===== src/rtl/s2_cfg_pkg.sv =====
// S2 cell configuration loader: shared constants and state encoding.
package s2_cfg_pkg;

    localparam int BITS_PER_CELL = 4;

    localparam int SLOT_D00 = 0;
    localparam int SLOT_D01 = 1;
    localparam int SLOT_D10 = 2;
    localparam int SLOT_D11 = 3;

    typedef enum logic [1:0] {
        S_IDLE     = 2'd0,
        S_LOAD     = 2'd1,
        S_COMMIT   = 2'd2,
        S_READBACK = 2'd3
    } state_e;

    function automatic int total_bits(input int n_cells);
        return n_cells * BITS_PER_CELL;
    endfunction

endpackage


===== src/rtl/s2_cfg_counter.sv =====
// Bit position counter shared by frame load and serial readback.
module s2_cfg_counter #(
    parameter int TOTAL = 32,
    localparam int CW = $clog2(TOTAL + 1),
    localparam int IW = (TOTAL > 1) ? $clog2(TOTAL) : 1
) (
    input  logic          clk,
    input  logic          clr,
    input  logic          clear_i,
    input  logic          inc_i,
    output logic [IW-1:0] idx_o,
    output logic          last_o
);

    logic [CW-1:0] cnt_q;
    logic [CW-1:0] cnt_d;

    assign last_o = (cnt_q == CW'(TOTAL - 1));
    assign idx_o  = cnt_q[IW-1:0];

    // Rolls back to zero on the terminal bit so it never points past the frame.
    always_comb begin
        cnt_d = cnt_q;
        if (clear_i) begin
            cnt_d = '0;
        end else if (inc_i) begin
            cnt_d = last_o ? '0 : cnt_q + 1'b1;
        end
    end

    always_ff @(posedge clk or posedge clr) begin
        if (clr) begin
            cnt_q <= '0;
        end else begin
            cnt_q <= cnt_d;
        end
    end

endmodule


===== src/rtl/s2_cfg_loader.sv =====
// Serial-in configuration writer for an S2 cell array, with
// atomic commit of the parallel word and serial readback.
module s2_cfg_loader
    import s2_cfg_pkg::*;
#(
    parameter int N_CELLS = 8
) (
    input  logic                             clk,
    input  logic                             clr,
    input  logic                             start,
    input  logic                             sin,
    input  logic                             sin_valid,
    output logic                             sin_ready,
    input  logic                             rb_req,
    output logic                             sout,
    output logic                             sout_valid,
    output logic [BITS_PER_CELL*N_CELLS-1:0] cfg_out,
    output logic                             cfg_valid,
    output logic                             busy,
    output logic                             done,
    output logic                             err
);

    localparam int TOTAL = total_bits(N_CELLS);
    localparam int IW = (TOTAL > 1) ? $clog2(TOTAL) : 1;

    state_e           state_q;
    logic [TOTAL-1:0] shadow_q;
    logic [TOTAL-1:0] shadow_d;
    logic [TOTAL-1:0] cfg_q;
    logic             cfg_valid_q;
    logic             done_q;
    logic             err_q;

    logic [IW-1:0]    idx;
    logic             cnt_last;
    logic             cnt_clear;
    logic             cnt_inc;
    logic             accept;

    // A restart request outranks the data bit presented in the same cycle.
    assign accept    = (state_q == S_LOAD) & sin_valid & ~start;
    assign cnt_clear = ((state_q == S_IDLE) & (start | rb_req))
                     | ((state_q == S_LOAD) & start);
    assign cnt_inc   = accept | (state_q == S_READBACK);

    s2_cfg_counter #(
        .TOTAL (TOTAL)
    ) u_cnt (
        .clk     (clk),
        .clr     (clr),
        .clear_i (cnt_clear),
        .inc_i   (cnt_inc),
        .idx_o   (idx),
        .last_o  (cnt_last)
    );

    always_comb begin
        shadow_d = shadow_q;
        if (accept) begin
            shadow_d[idx] = sin;
        end
    end

    always_ff @(posedge clk or posedge clr) begin
        if (clr) begin
            state_q     <= S_IDLE;
            shadow_q    <= '0;
            cfg_q       <= '0;
            cfg_valid_q <= 1'b0;
            done_q      <= 1'b0;
            err_q       <= 1'b0;
        end else begin
            shadow_q <= shadow_d;
            done_q   <= 1'b0;
            err_q    <= 1'b0;
            unique case (state_q)
                S_IDLE: begin
                    if (start) begin
                        state_q <= S_LOAD;
                    end else if (rb_req) begin
                        state_q <= S_READBACK;
                    end
                end
                S_LOAD: begin
                    if (start) begin
                        err_q <= 1'b1;
                    end else if (accept && cnt_last) begin
                        // Word lands with the last bit merged in, so the
                        // cells see it together with done.
                        cfg_q       <= shadow_d;
                        cfg_valid_q <= 1'b1;
                        done_q      <= 1'b1;
                        state_q     <= S_COMMIT;
                    end
                end
                S_COMMIT: begin
                    state_q <= S_IDLE;
                end
                S_READBACK: begin
                    if (cnt_last) begin
                        state_q <= S_IDLE;
                    end
                end
                default: begin
                    state_q <= S_IDLE;
                end
            endcase
        end
    end

    assign sin_ready  = (state_q == S_LOAD);
    assign sout_valid = (state_q == S_READBACK);
    assign sout       = (state_q == S_READBACK) & cfg_q[idx];
    assign busy       = (state_q != S_IDLE);
    assign cfg_out    = cfg_q;
    assign cfg_valid  = cfg_valid_q;
    assign done       = done_q;
    assign err        = err_q;

endmodule


===== config.mk =====
export PLATFORM = sky130hd
export DESIGN_NAME = s2_cfg_loader
export DESIGN_NICKNAME = d
export VERILOG_FILES = /design/src/rtl/s2_cfg_pkg.sv /design/src/rtl/s2_cfg_counter.sv /design/src/rtl/s2_cfg_loader.sv
export SDC_FILE = /design/constraint.sdc
export NUM_CORES = 1
export LEC_CHECK = 0
export ABC_AREA = 1
export CAP_MARGIN = 40
export CORE_ASPECT_RATIO = 1.75
export CORE_MARGIN = 2
export CORE_UTILIZATION = 60
export DETAILED_ROUTE_END_ITERATION = 6
export GPL_ROUTABILITY_DRIVEN = 1
export PLACE_DENSITY = 0.85
export SETUP_SLACK_MARGIN = 0.15
export SYNTH_ARGS = -nofsm -noshare
export SYNTH_HDL_FRONTEND = slang
export SYNTH_HIERARCHICAL = 1
export SYNTH_SLANG_ARGS = --single-unit

===== constraint.sdc =====
create_clock -name clk -period 3.5 [get_ports clk]
set_input_delay 0.7 -clock clk [delete_from_list [all_inputs] [get_ports clk]]
set_output_delay 0.7 -clock clk [all_outputs]
set_load 0.1 [all_outputs]

==> results of run 1 <==
cell type report:
cell class / count / area (um2) / area share, %
Clock inverter: 4 / 47.5 / 0.930
Multi-Input combinational cell: 330 / 1550 / 30.2
Timing Repair Buffer: 79 / 938 / 18.4
Inverter: 89 / 334 / 6.53
Sequential cell: 75 / 1880 / 36.7
Clock buffer: 12 / 267 / 5.21
Tap cell: 82 / 103 / 2.01
flip-flops by register name (all words and copies together), names as in the netlist:
signal	cells
cfg_out	32
err	1
done	1
shadow_q	32
u_cnt/cnt_q	6
state_q	2
cfg_valid	1
placed cells by master (no fill, tap or decap), types with 7 or more instances in the layout:
master           instances
buf_4                    9
nand2_2                 10
inv_2                    7
buf_8                   32
clkbuf_16                9
nor2_1                  12
dfrtp_1                 74
clkdlybuf4s50_1         37
inv_1                   81
nand2_1                206
o21ai_2                 14
o21ai_0                 20
o21ai_1                 19
nand3_1                 27
worst max-delay path by stage:
| stage | start | endpoint | slack [ns] |
|---|---|---|---|
| after floorplan | cfg_out[19] | sout | 0.54 |
| final | u_cnt/cnt_q[1] | sout | 0.35 |
| after CTS | u_cnt/cnt_q[0] | sout | 0.31 |
| after global routing | u_cnt/cnt_q[1] | sout | 0.21 |
| after global placement | u_cnt/cnt_q[0] | sout | 0.75 |
| after detailed placement | u_cnt/cnt_q[0] | sout | 0.75 |
metal layers:
layer	wire, um	track usage [%]
met2	5470	51.7
met5	0	0
met3	554	5.99
met4	263	13.6
met1	3550	35.2
power groups by stage:
stage                     Clock, W  Combinational (W)  Sequential [W]
after CTS                 0.000963           0.000628         0.00102
after global placement           0           0.000584         0.00103
after floorplan                  0           0.000532        0.000998
final                     0.000964           0.000633         0.00103
after detailed placement         0           0.000618         0.00104
after global routing       0.00101           0.000680         0.00103
through the flow:
step                area (um2)  hold slack, ns  power, W
global placement          4320           0.453   0.00162
CTS                       5110           0.485   0.00261
global route              5110           0.500   0.00272
floorplan                 3920           0.491   0.00153
detailed placement        4800           0.471   0.00165
finish                    5110           0.480   0.00263
synthesized netlist by cell type (all sizes together):
master,count
nand3,27
o211ai,1
buf,20
nand2,216
ha,1
or2,3
nor3,6
a21oi,2
clkbuf,5
o21ai,53
clkinv,1
a22o,1
nor2,19
dfrtp,75
inv,88
a221oi,1
timing repair:
action / CTS / global route
hold buffers: 0 / 0
setup endpoints to repair: 0 / 1
gates resized for setup: 0 / 1
kinds of logic after synthesis:
kind of cell | Yosys count | share of synthesized area, %
AO/OA/AOI/OAI | 58 | 9.00
adder cells (fa/ha/maj) | 1 | 0.319
buffers and inverters | 114 | 12.8
flip-flops | 75 | 47.9
AND/OR/NAND/NOR | 271 | 29.9
==> summary by stage, run 1 <==
Outcome
The run finished with clean final reports.

Die
The boundary pin count is 45. The die is 65.1 um wide. In this run the vertical extent of the chip is ~110 um.

The core region area is around 6400 um2. The row count is 39. The area of the die is a little over 7000 um2.

Once the floorplan was initialized, standard cells occupied 60.8% of the core.

Clock tree
The buffer type at the clock tree root is clkbuf_16. At the later pin of the worst-skew pair, clock insertion delay measures 0.34 ns. The clock sink total is between 70 and 80. TritonCTS built the clock tree. Post-CTS timing repair inserted 0 buffers for setup.

CTS built an H-tree with a depth of 3. The number of clock buffers added by TritonCTS is 9. After clock tree synthesis, the clock-pin slew on the worst setup and hold paths is roughly 0.060 ns.

In this run the deepest clock path goes through 2 buffers.

Logic synthesis
The share of the synthesized area in the top cell type is 47.9%. Synthesis inferred 75 register bits. The library cell occupying the most area in the post-synthesis netlist is dfrtp_1. The gate count of the mapped netlist is 519. The mean cell area of the mapped netlist is ~7.6 um2.

For this run, the number of Yosys warnings is 6. The netlist area before placement is roughly 3900 um2. By area the synthesized netlist is led by dfrtp_1 48%, nand2_1 20%, inv_1 7.9%. Synthesis produced a netlist with a net count of 526. The count of unique library cells instantiated by Yosys is 26.

Of the synthesized area, sequential elements account for 47.9%.

Drt
The post-detailed-routing wire length is 9830 um. The detailed router's first-iteration violation count is 310. In the routed design, unresolved DRC markers number 0. The final route contains 3574 vias.

Before antenna repair, the detailed router went through 5 iterations. The routed length per instance is approximately 15 um. In this run the remaining antenna-violating nets after routing total 0. The via count normalized by instance count is between 5 and 6.

Worst setup path
The cell at the slowest stage of the critical path is dfrtp_1. The critical path is of the reg -> out type. The number of buffer and inverter instances along the worst setup path is 2. STA classifies the critical path startpoint as a flop.

The delay contributed by the slowest stage of the critical path is between 0.7 and 0.8 ns. The largest fanout of any net on the critical path is 15. In this run the critical register-to-register path is captured at cfg_out[20]. The count of cell instances traversed by the critical path is 8. Traced cell by cell, the critical path runs through clkinv_1 -> nand2_1 -> nand3_1 -> nand2_1 -> nand2_1 -> nor2_1 -> a21oi_2 -> buf_4. The capturing element type of the critical path is an output pin. The kind of cell adding the most delay to the critical path is buffers and inverters.

The source of the worst register-to-register timing path is u_cnt/cnt_q[1]. The minimum setup slack among reg-to-reg paths is 0.83 ns. The cell type with the highest occurrence count on the critical path is nand2_1. The data required time at the worst endpoint is about 2.8 ns. The worst reg2reg path depth is 7. The worst endpoint data arrival time is between 2 and 2.5 ns.

STA
The final hold violation count came to 0. Counting I/O delays and the setup requirement, the final critical path takes 3.15 ns. The slew at the pin with the worst max-slew slack is 0.730 ns. The clock tree skew after final layout is 0.00591 ns.

The final setup violation count is 0. The post-layout worst setup margin is between 0.3 and 0.4 ns. In the final timing run, aggregate negative setup slack is 0 ns. The peak clock frequency supported by timing is 0.318 GHz. The count of pins over their slew limit was 0. The remaining max-slew budget at the tightest pin is a little over 50%. Setup repair after global routing left no endpoint under its margin.

The share of the clock period used by the worst path is 89.9%.

Placed design
The congestion estimate from routability-driven global placement came to a little over 0.9. The pre-CTS worst setup slack is about 0.75 ns. In this run the tool buffered the top-level ports with 44 buffer cells. The HPWL reported at the end of detailed placement is roughly 6500 um.

Counting tap cells, the placed design contains a total of around 660 instances.

Global route
The overall overflow remaining after global route is 0. The via count of the first global-routing pass was between 3k and 4k. The total track usage is 30.0%. The first global-routing pass estimated about 17000 um of wire. The maximum number of pins on one net before global-route repair is 40.

The initial antenna violation count is 0.

Layout
In the final layout, the share of cells above drive strength 1 is approximately 18%. The number of antenna diodes in the final layout is 0. For this run, the share of the core covered by cells in the final layout is between 70% and 80%. Leaving out filler cells and counting taps, the final layout contains roughly 670.

The area added between synthesis and finish is 30.5%. The number of nets in the layout is 591. The final-layout fill cell count is approximately 430.

Power
The power per standard cell area is 514 nW/um2. The worst-case vdd ir drop is between 0.7 and 0.8 mV. The portion of total power attributed to combinational logic is between 20 and 25%. Summed over all nets, the switching power comes to 0.000939 W. The portion of total power attributed to sequential cells is between 30% and 40%.

In this run the static leakage power is between 2 and 3 nW. In this run switching power makes up 35.8% of total power. The clock network burns between 30% and 40% of the power. The internal portion of the total power is between 0.0015 and 0.002 W.

Worst hold path
The worst hold path endpoint is cfg_valid. The worst min-delay path startpoint is cfg_valid. The path class of the tightest hold or removal check is reg -> reg. The cell depth of the worst min-delay path is 1.

Run
The max-cap check violation count is 0.
Note: power is estimated with default switching activity, not from simulation.
==> run 2: changes to the inputs <==
--- a/config.mk
+++ b/config.mk
@@ -9,10 +9,11 @@
 export CAP_MARGIN = 40
 export CORE_ASPECT_RATIO = 1.75
 export CORE_MARGIN = 2
-export CORE_UTILIZATION = 60
+export CORE_UTILIZATION = 62
+export CTS_BUF_LIST = sky130_fd_sc_hd__clkbuf_8
 export DETAILED_ROUTE_END_ITERATION = 6
 export GPL_ROUTABILITY_DRIVEN = 1
-export PLACE_DENSITY = 0.85
+export PLACE_DENSITY = 0.87
 export SETUP_SLACK_MARGIN = 0.15
 export SYNTH_ARGS = -nofsm -noshare
 export SYNTH_HDL_FRONTEND = slang
==> run 2 against run 1 <==
Net effect: sequential share of layout area is 1.3 points higher; non-clock buffer count is 1 lower; cell area is 3.4% lower; highest routed layer unchanged; register-to-register slack worse by 0.03 ns; wire length is 1.9% lower; largest power group unchanged; clock power is 38% lower; maximum frequency is 1.0% lower.
==> summary by stage, run 2 (synthesis gave the netlist of run 1 again) <==
Power
The fraction of power spent switching nets is about two fifths. The worst-case vdd ir drop is 0.696 mV. The internal power of the cells totals 0.00137 W.

The leakage power summed over all cells is 2.52 nW. Per report_power, the clock group accounts for about a quarter of the total. Summed over all nets, the switching power comes to roughly 0.00091 W. The portion of total power attributed to sequential cells is between 40% and 50%. The portion of total power attributed to combinational logic is ~30%. The power per standard cell area is around 460 nW/um2.

Die
The area of the die is ~7000 um2. The effective utilization at floorplan is 63.9%. The boundary pin count is 45. The floorplan step defined a core boundary enclosing 6130 um2. Row generation in the floorplan step produced 38 rows. Measured along the x axis, the die boundary spans 64.1 um. The floorplan step set the die height to roughly 110 um.

Clock tree
TritonCTS built the clock tree. Counting along the longest clock path gives a buffer depth of 2. After clock tree synthesis, the setup repair step added 0 buffers.

The tree is rooted in a clkbuf_8. Clock tree synthesis found a total of between 70 and 80 sinks. The clock-pin slew reported for the worst setup and hold paths after clock tree synthesis is 0.07 ns.

The CTS buffer count is 9. The cts-stage hold buffer count is 0. Gates resized during post-CTS repair numbered 0.

The source-to-sink clock delay at the later pin of the worst-skew pair is ~0.37 ns. The H-tree generated during clock tree synthesis spans 3 levels.

Global route
The overall overflow remaining after global route is 0. The via count of the first global-routing pass is 3533. The global-route wire length before repair is between 15000 and 20000 um. Entering global routing, the biggest net connects 40 pins.

The initial antenna violation count was 0. In the global route stage, overall resource usage came out at between 20% and 30%.

Run
Across the run, the number of max-cap violations was 0.

Worst setup path
The largest single stage delay on the critical path is 0.75 ns. Traced cell by cell, the critical path runs through clkinv_1 -> nand2_1 -> nand2_1 -> nand2_1 -> nand2_1 -> nor2_1 -> a21oi_2 -> buf_4. The worst reg2reg path depth is 6.

The source of the critical timing path is u_cnt/cnt_q[1]. Data on the critical path is required at its endpoint by 2.80 ns. The capturing element type of the critical path is an output pin.

On the critical path, the stage with the largest delay is an instance of dfrtp_1. The worst register-to-register path has a setup slack of ~0.80 ns. The worst endpoint data arrival time is about 2.5 ns. The cell type with the highest occurrence count on the critical path is nand2_1. The endpoint of the lowest-slack register-to-register path is cfg_out[31]. The startpoint identified for the worst register-to-register timing path is u_cnt/cnt_q[1]. The startpoint type of the worst setup path is a flop. The category of the critical setup timing path is reg -> out. Along the worst path, the maximum fanout reaches 15. The critical path capture point is sout.

STA
The peak clock frequency supported by timing is 0.314 GHz. The final hold violation count is 0. The share of the clock period used by the worst path is 90.9%.

For the pin with the worst max-slew slack, the measured transition is 0.724 ns. The count of pins over their slew limit came to 0. In the final timing run, aggregate negative setup slack is 0 ns. The clock arrives with ~0.0063 ns of skew. The worst pin sits at a relative slew slack of about half. Setup repair after global routing left no endpoint under its margin. The worst path needs around 3.2 ns of the cycle, external delays included. The final setup violation count is 0.

Layout
The share of the core filled with cells is 80.5%. Leaving out fill and tap cells, the most frequent cell in the layout is nand2_1. The number of nets in the layout is 590.

Leaving out fill and tap cells, the most frequent cells in the layout are 206 x nand2_1, 84 x inv_1, 75 x dfrtp_1, 35 x clkdlybuf4s50_1, 30 x buf_8. The total inserted antenna cells is 0. The area added between synthesis and finish is 26.1%.

The share of layout cells above drive strength 1 is 17.5%. The final instance count without filler cells is approximately 670.

Placed design
The routability congestion estimate from global placement is ~0.84. The number of input and output port buffers inserted is between 40 and 50. After detailed placement, the design holds a cell count of about 650. The HPWL after detailed placement is 6720 um.

Outcome
The flow ran to the end, and the final reports show no timing, DRC or antenna violations.

Drt
The first detailed-routing pass took 5 iterations. The routed length per instance is 14.4 um. The total number of vias is around 3.6k.

The via count normalized by instance count is 5.39. The number of nets still failing antenna checks after routing is 0. For this block, the routed nets add up to ~9600 um of wire. In the routed design, unresolved DRC markers number 0.

After the first detailed-routing iteration, the DRC count stood at 351.

Worst hold path
In this run the worst hold path is classified as reg -> reg.
==> run 2: cell count changes in the layout (fill, tap and decap cells not counted), moves of 2 or more <==
cell             previous run  this run
buf_4                       9        12
clkbuf_8                    3        11
clkbuf_16                   9         0
clkdlybuf4s50_1            37        35
inv_1                      81        84
buf_8                      32        30
==> run 2: area by class of cell <==
| cell class | count | area [um2] |
|---|---|---|
| timing repair buffer | 78 | 911 |
| fill | 380 | 1190 |
| sequential | 75 | 1880 |
| multi-input combinational | 330 | 1550 |
| inverter | 89 | 334 |
| tap | 80 | 100 |
| clock buffer | 11 | 151 |
| clock inverter | 5 | 21.3 |
==> run 2: worst min-delay path by stage <==
stage	from	slack, ns	depth (start not counted)	to
global route	cfg_valid	0.52	1	cfg_valid
finish	cfg_valid	0.48	1	cfg_valid
CTS	cfg_valid	0.49	1	cfg_valid
floorplan	clr	0.49	1	u_cnt/cnt_q[0]
global placement	cfg_valid	0.46	1	cfg_valid
detailed placement	cfg_valid	0.47	1	cfg_valid
==> run 2: worst max-delay path, delay by kind of cell, from the launching register on <==
family	cells	cell delay, ns
buffers and inverters	2	0.74
AND/OR/NAND/NOR	5	0.54
AO/OA/AOI/OAI	1	0.08
flip-flops	1	0.75
==> run 2: metrics by stage <==
step           hold slack, ns  cell area (um2)  worst slack, ns  power, W
2_1_floorplan           0.491             3920            0.542   0.00153
3_3_place_gp            0.458             4320            0.812   0.00164
3_5_place_dp            0.471             4770            0.759   0.00168
4_1_cts                 0.494             4940            0.354   0.00228
5_1_grt                 0.518             4940            0.181   0.00238
6_report                0.483             4940            0.319   0.00228
==> run 2: power by group through the flow <==
stage          clock network (W)  registers, W  logic, W
3_5_place_dp                   0       0.00102  0.000662
3_3_place_gp                   0       0.00102  0.000625
6_report                0.000598       0.00101  0.000671
4_1_cts                 0.000605       0.00100  0.000667
5_1_grt                 0.000640       0.00101  0.000722
2_1_floorplan                  0      0.000998  0.000532
==> run 2: layer usage <==
layer  global-route usage [%]  up-vias  wire [um]
met5                        0        -          0
met4                     17.9        0        461
met3                     7.43       44        612
met2                     52.8      171       5170
met1                     30.9     1695       3410
li1                         -     1689          -
